<file path="src/rtl/pipe_pkg.sv">
// -----------------------------------------------------------------------------
// pipe_pkg
// Shared definitions for the 5-stage core pipeline control blocks.
//   - register-index width and the hard-wired zero register index
//   - hazard sequencer state encoding (ST_RUN / ST_STALL / ST_FLUSH) and the
//     enum built on it, so the debug state output decodes the same everywhere
//   - width of the stall/flush down-counter and a helper that forms its load
//     value from a cycle-count parameter
// -----------------------------------------------------------------------------
package pipe_pkg;

    localparam int REG_W = 5;
    localparam logic [REG_W-1:0] REG_ZERO = 5'd0;

    localparam logic [1:0] ST_RUN   = 2'd0;
    localparam logic [1:0] ST_STALL = 2'd1;
    localparam logic [1:0] ST_FLUSH = 2'd2;

    typedef enum logic [1:0] {
        S_RUN   = ST_RUN,
        S_STALL = ST_STALL,
        S_FLUSH = ST_FLUSH
    } haz_state_e;

    localparam int HAZ_CNT_W = 3;

    // The cycle in which the hazard is detected is the first of the N cycles,
    // so the counter is loaded with N-1 remaining cycles.
    function automatic logic [HAZ_CNT_W-1:0] haz_cnt_load(input int n);
        return HAZ_CNT_W'(n - 1);
    endfunction

endpackage

</file>
<file path="src/rtl/haz_perf_cnt.sv">
// -----------------------------------------------------------------------------
// haz_perf_cnt
// Saturating event counter used for hazard performance statistics.
// Ports:
//   clk    in   1      core clock, rising edge
//   clr    in   1      synchronous clear (dominates inc)
//   inc    in   1      count one event this cycle
//   count  out  CNT_W  current count, holds at all-ones once reached
// -----------------------------------------------------------------------------
module haz_perf_cnt #(
    parameter int CNT_W = 16
) (
    input  logic             clk,
    input  logic             clr,
    input  logic             inc,
    output logic [CNT_W-1:0] count
);

    always_ff @(posedge clk) begin
        if (clr) begin
            count <= '0;
        end else if (inc && (count != '1)) begin
            count <= count + 1'b1;
        end
    end

endmodule

</file>
<file path="src/rtl/hazard_stall_ctrl.sv">
// -----------------------------------------------------------------------------
// hazard_stall_ctrl
// Pipeline hazard sequencer for the 5-stage core, placed beside the EX-stage
// forwarding logic. Handles what forwarding cannot:
//   - load-use: holds PC and IF/ID and bubbles ID/EX for LOAD_STALL cycles
//   - taken branch: flushes IF/ID and ID/EX for FLUSH_CYCLES cycles
// Detection is combinational, so the first stall/flush cycle is the detection
// cycle itself; a 3-bit down-counter covers the remaining cycles.
//
// There is no valid/ready handshake here: every input is a level sampled each
// cycle, every control output is valid in the same cycle.
//
// Parameters:
//   LOAD_STALL    bubbles per load-use hazard (1..7)
//   FLUSH_CYCLES  flush cycles per taken branch (1..7)
//   CNT_W         perf counter width
// Ports:
//   clk, rst      clock; synchronous active-high reset
//   id_rs, id_rt  source registers of the instruction in ID
//   id_uses_rt    ID instruction reads rt
//   ex_mem_read   instruction in EX is a load
//   ex_rt         load destination in EX
//   branch_taken  branch resolved taken in EX
//   pc_write      PC enable
//   ifid_write    IF/ID enable
//   ifid_flush    IF/ID cleared to nop
//   idex_bubble   ID/EX control zeroed
//   busy          sequencer not in RUN
//   stall_cnt_o   cycles with ifid_write low (perf build only)
//   flush_cnt_o   accepted taken branches (perf build only)
//   state_dbg     current sequencer state (pipe_pkg ST_* encoding)
// Configuration:
//   HAZ_PERF_CNT_EN  defined: build the two saturating perf counters;
//                    undefined: perf ports tied to 0, no counter flops.
// -----------------------------------------------------------------------------
module hazard_stall_ctrl
    import pipe_pkg::*;
#(
    parameter int LOAD_STALL   = 1,
    parameter int FLUSH_CYCLES = 1,
    parameter int CNT_W        = 16
) (
    input  logic             clk,
    input  logic             rst,
    input  logic [REG_W-1:0] id_rs,
    input  logic [REG_W-1:0] id_rt,
    input  logic             id_uses_rt,
    input  logic             ex_mem_read,
    input  logic [REG_W-1:0] ex_rt,
    input  logic             branch_taken,
    output logic             pc_write,
    output logic             ifid_write,
    output logic             ifid_flush,
    output logic             idex_bubble,
    output logic             busy,
    output logic [CNT_W-1:0] stall_cnt_o,
    output logic [CNT_W-1:0] flush_cnt_o,
    output logic [1:0]       state_dbg
);

    // Elaboration-time range check of the cycle-count parameters.
    if ((LOAD_STALL < 1) || (LOAD_STALL > 7)) begin : g_bad_load_stall
        $error("hazard_stall_ctrl: LOAD_STALL=%0d out of range 1..7", LOAD_STALL);
    end
    if ((FLUSH_CYCLES < 1) || (FLUSH_CYCLES > 7)) begin : g_bad_flush_cycles
        $error("hazard_stall_ctrl: FLUSH_CYCLES=%0d out of range 1..7", FLUSH_CYCLES);
    end

    localparam logic [HAZ_CNT_W-1:0] STALL_LOAD = haz_cnt_load(LOAD_STALL);
    localparam logic [HAZ_CNT_W-1:0] FLUSH_LOAD = haz_cnt_load(FLUSH_CYCLES);
    localparam bit STALL_MULTI = (LOAD_STALL > 1);
    localparam bit FLUSH_MULTI = (FLUSH_CYCLES > 1);

    haz_state_e           state, state_nxt;
    logic [HAZ_CNT_W-1:0] cnt, cnt_nxt;
    logic                 luh;

    // $0 is hard-wired zero, so a load targeting it never creates a hazard.
    assign luh = ex_mem_read && (ex_rt != REG_ZERO) &&
                 ((ex_rt == id_rs) || (id_uses_rt && (ex_rt == id_rt)));

    always_ff @(posedge clk) begin
        if (rst) begin
            state <= S_RUN;
            cnt   <= '0;
        end else begin
            state <= state_nxt;
            cnt   <= cnt_nxt;
        end
    end

    always_comb begin
        state_nxt   = state;
        cnt_nxt     = cnt;
        pc_write    = 1'b1;
        ifid_write  = 1'b1;
        ifid_flush  = 1'b0;
        idex_bubble = 1'b0;
        busy        = 1'b0;

        // Outputs read as RUN for the whole time reset is held.
        if (!rst) begin
            unique case (state)
                S_RUN: begin
                    // A taken branch kills the dependent instruction, so it
                    // takes priority over the load-use stall.
                    if (branch_taken) begin
                        ifid_flush  = 1'b1;
                        idex_bubble = 1'b1;
                        if (FLUSH_MULTI) begin
                            state_nxt = S_FLUSH;
                            cnt_nxt   = FLUSH_LOAD;
                        end
                    end else if (luh) begin
                        pc_write    = 1'b0;
                        ifid_write  = 1'b0;
                        idex_bubble = 1'b1;
                        if (STALL_MULTI) begin
                            state_nxt = S_STALL;
                            cnt_nxt   = STALL_LOAD;
                        end
                    end
                end

                S_STALL: begin
                    busy = 1'b1;
                    if (branch_taken) begin
                        // Abort the stall: the stalled instruction is flushed,
                        // and this cycle is the first flush cycle.
                        ifid_flush  = 1'b1;
                        idex_bubble = 1'b1;
                        if (FLUSH_MULTI) begin
                            state_nxt = S_FLUSH;
                            cnt_nxt   = FLUSH_LOAD;
                        end else begin
                            state_nxt = S_RUN;
                            cnt_nxt   = '0;
                        end
                    end else begin
                        pc_write    = 1'b0;
                        ifid_write  = 1'b0;
                        idex_bubble = 1'b1;
                        cnt_nxt     = cnt - 1'b1;
                        if (cnt == HAZ_CNT_W'(1)) begin
                            state_nxt = S_RUN;
                        end
                    end
                end

                S_FLUSH: begin
                    // branch_taken is ignored here; the count stands.
                    busy        = 1'b1;
                    ifid_flush  = 1'b1;
                    idex_bubble = 1'b1;
                    cnt_nxt     = cnt - 1'b1;
                    if (cnt == HAZ_CNT_W'(1)) begin
                        state_nxt = S_RUN;
                    end
                end

                default: begin
                    state_nxt = S_RUN;
                    cnt_nxt   = '0;
                end
            endcase
        end
    end

    assign state_dbg = state;

`ifdef HAZ_PERF_CNT_EN
    logic flush_accept;

    // A branch is accepted in RUN or STALL; branches seen in FLUSH are dropped.
    assign flush_accept = branch_taken && !rst && (state != S_FLUSH);

    haz_perf_cnt #(.CNT_W(CNT_W)) u_stall_cnt (
        .clk   (clk),
        .clr   (rst),
        .inc   (!ifid_write),
        .count (stall_cnt_o)
    );

    haz_perf_cnt #(.CNT_W(CNT_W)) u_flush_cnt (
        .clk   (clk),
        .clr   (rst),
        .inc   (flush_accept),
        .count (flush_cnt_o)
    );
`else
    assign stall_cnt_o = '0;
    assign flush_cnt_o = '0;
`endif

endmodule

</file>
<file path="config.mk">
export PLATFORM = sky130hd
export DESIGN_NAME = hazard_stall_ctrl
export DESIGN_NICKNAME = d
export VERILOG_FILES = /design/src/rtl/pipe_pkg.sv /design/src/rtl/haz_perf_cnt.sv /design/src/rtl/hazard_stall_ctrl.sv
export SDC_FILE = /design/constraint.sdc
export NUM_CORES = 1
export LEC_CHECK = 0
export BUFFER_PORTS_ARGS = -buffer_cell sky130_fd_sc_hd__clkbuf_2
export CORE_UTILIZATION = 37
export CTS_BUF_LIST = sky130_fd_sc_hd__clkbuf_8
export CTS_CLUSTER_DIAMETER = 30
export CTS_CLUSTER_SIZE = 12
export DETAILED_ROUTE_END_ITERATION = 10
export GPL_TIMING_DRIVEN = 0
export PLACE_DENSITY = 0.82
export SETUP_SLACK_MARGIN = 0.4
export SYNTH_ARGS = -nofsm -noshare
export SYNTH_HDL_FRONTEND = slang
export SYNTH_SLANG_ARGS = --single-unit
</file>
<file path="constraint.sdc">
create_clock -name clk -period 1.54 [get_ports clk]
set_clock_uncertainty 0.15 [all_clocks]
set_input_delay 0.154 -clock clk [delete_from_list [all_inputs] [get_ports clk]]
set_output_delay 0.154 -clock clk [all_outputs]
set_load 0.02 [all_outputs]
</file>
==> summary.md <==
| Metric | Value |
|---|---|
| Synthesis Warnings | 0 |
| Clk buf depth | 2 |
| Critical Path End Type | output pin |
| GPL Wtd Cong | 0.729 |
| Setup ws final | -0.223 ns |
| DRT iter0 DRCs | 2 |
| Sink Count | 5 |
| First-pass GRT wire length | 2470 microns |
| Vias in the first global route | 681 |
| Full die area | 2240 sq um |
| Clk_lat worst skew | 0.22 ns |
| Critical R2R Capture | cnt[2] |
| FP Rows | 16 |
| Port Buffers | 25 |
| CP Max Fanout | 4 |
| DR vias/cell | 3.97 |
| Syn avg cell area | 7.94 sq um |
| Hold_sp | rst |
| Final hold violations | 0 |
| Max Clk Rate | 567 MHz |
| Status | complete, but fails checks |
| Reg2Reg Depth | 7 |
| Core Area | 1940 sq um |
| Die Wd | 47.4 microns |
| Hold path cells | 2 |
| Crit Path Class | register to output pin |
| Total power | just under 0.6 mW |
| Number of routed nets with antenna violations | 0 |
| Setup TNS | -0.758 ns |
| Overall Global Routing Usage | 0.159 |
| Worst R2R Start | state_dbg[0] |
| Clock Tree Root | clkbuf_8 |
| # IOs | between 50 and 60 |
| Global route overflow | 0 |
| Starting Density | 0.392 |
| Sequential cell area fraction in the yosys report | 0.131 |
| DR WL/cell | 10.8 microns |
| Place WS | -0.226 ns |
| Initial antenna violation count | 0 |
| Failing checks | setup timing |
| Share of cells above drive strength 1 | 0.609 |
| Largest net degree at the start of global routing | 10 |
| RSZ-0062 raised after global routing | yes |
| Final max-slew violation count | 0 |
| Mapped Area | 762 sq um |
| Hold crit path type | input port to register |
| Yosys cell types | 28 |
| Worst-margin pin slew | 0.678 ns |
| Hold Buf Count CTS | 0 |
| Leakage | 0.722 nW |
| Antenna diode count | 0 |
| Mapped Cells | 96 |
| Die height | 47.4 microns |
| Relative slew slack | 0.548 |
| Max Cap Viol | 0 |
| DPL Wire Length | around 1400 microns |
| DR pass1 iterations | 3 |
| CP arrival | about 1.5 ns |
| Crit share post-route | 1.14 |
| Pwr dens | 421 nW/um^2 |
| Post-layout min period | approximately 1.8 ns |
| Clock-pin slew on the worst setup and hold paths | 0.04 ns |
| Hold Path End | cnt[1] |
| Crit start category | register |
| Flop2flop setup slack | -0.14 ns |
| # DRC | 0 |
| Clock buffer count from CTS | 3 |
| Final wirelength | 2110 microns |
| Area growth from synthesis to final layout | 84.1% |
| CTS tree | yes |
| DR vias | between 700 and 800 |
| Synthesized flop and latch total | 5 |
| Htree depth | 1 |
| Final nets | 196 |
| Worst IR Drop VDD | 403 uV |
| Final setup vio count | 7 |
| CP required | 1.24 ns |
-- logic make-up after synthesis --
| group | count (synthesis) | share of synthesized area |
|---|---|---|
| flops | 5 | 0.131 |
| compound gates | 14 | 0.138 |
| other cells | 1 | 0.00492 |
| buf+inv | 41 | 0.365 |
| mux | 1 | 0.0131 |
| simple gates | 18 | 0.135 |
| xor+xnor | 10 | 0.115 |
| fa+ha+maj | 6 | 0.0985 |
-- repair_timing --
action | in CTS | in global routing
buffers inserted | 6 | 7
pin swaps | 6 | 9
endpoints found under the setup margin | 10 | 12
resized for setup | 21 | 23
-- cell usage after synthesis --
cell / instances / area (sq um)
buf_4: 33 / 248
xor2_1: 9 / 78.8
inv_1: 7 / 26.3
ha_1: 6 / 75.1
dfxtp_1: 5 / 100
a21oi_1: 4 / 20.0
nor2_1: 4 / 15.0
and2_1: 3 / 18.8
nand2_1: 3 / 11.3
o21ai_0: 3 / 15.0
or3_1: 2 / 12.5
a21bo_2: 1 / 10.0
a32oi_1: 1 / 8.76
clkbuf_1: 1 / 3.75
conb_1: 1 / 3.75
mux2i_1: 1 / 10.0
nor2b_1: 1 / 6.26
nor2b_2: 1 / 8.76
nor3_1: 1 / 5.00
nor4_1: 1 / 6.26
o2111ai_1: 1 / 8.76
o2111ai_2: 1 / 15.0
o211ai_1: 1 / 7.51
o221ai_1: 1 / 8.76
o32a_2: 1 / 11.3
or4_1: 1 / 7.51
or4_4: 1 / 11.3
xnor2_1: 1 / 8.76
-- layer usage --
metal,share of wire,GRT usage,vias up
li1,-,-,398
met4,0.011,0.0971,0
met2,0.55,0.348,34
met3,0.051,0.0115,4
met5,0,0,-
met1,0.38,0.130,343
-- placed cells by master, fill, tap and decap left out, drive strengths merged --
cell type / count
buf: 51
a21oi: 4
or4: 2
xor2: 9
or3: 2
nor4: 1
dfxtp: 5
o32a: 1
nor2: 4
xnor2: 1
o21ai: 3
o2111ai: 2
o221ai: 1
nor3: 1
o211ai: 1
a21bo: 1
and2: 3
a32oi: 1
mux2i: 1
clkbuf: 24
nor2b: 2
inv: 8
conb: 32
nand2: 3
ha: 6
-- worst max path at each step --
stage,from,endpoint,slack [ns],cells past startpoint
after global routing,state_dbg[0],idex_bubble,-0.26,6
after detailed placement,ex_rt[1],pc_write,-0.23,6
after CTS,state_dbg[0],pc_write,-0.22,7
after global placement,ex_rt[1],pc_write,-0.20,6
after floorplan,state_dbg[0],pc_write,-0.003,6
final,state_dbg[1],pc_write,-0.22,7
-- through the flow --
| step | hold slack [ns] | area (sq um) | cells | utilization |
|---|---|---|---|---|
| floorplan | 0.289 | 926 | 127 | - |
| global placement | 0.300 | 1080 | 179 | 0.559 |
| detailed placement | 0.310 | 1080 | 179 | 0.559 |
| CTS | 0.250 | 1260 | 189 | 0.650 |
| global route | 0.314 | 1400 | 196 | 0.722 |
| finish | 0.292 | 1400 | 196 | 0.722 |
-- registers in the layout, summed over array words and instances (netlist names) --
signal     cells
cnt            3
state_dbg      2
-- worst max-delay path, stage by stage (launching register included) --
cell,delay [ns]
dfxtp_4,0.35
inv_4,0.05
ha_4,0.17
inv_2,0.06
nand2_2,0.05
o32a_4,0.32
buf_6,0.12
buf_8,0.12
-- final cells by class --
| type | instances | area, sq um |
|---|---|---|
| clock buffers | 3 | 41.3 |
| clock inverters | 1 | 3.75 |
| flip-flops and latches | 5 | 108 |
| well taps | 27 | 33.8 |
| inverters | 7 | 31.3 |
| repair buffers | 38 | 303 |
| fillers | 149 | 539 |
| multi-input cells | 81 | 627 |
| plain buffers | 34 | 255 |
-- power by group --
group	total, mW	leakage [nW]	switching [mW]	internal, mW
Sequential	0.127	0.0419	0.0000000000000000928	0.127
Combinational	0.233	0.653	0.130	0.103
Clock	0.231	0.0269	0.0600	0.170
Note: power is estimated with default switching activity, not from simulation.
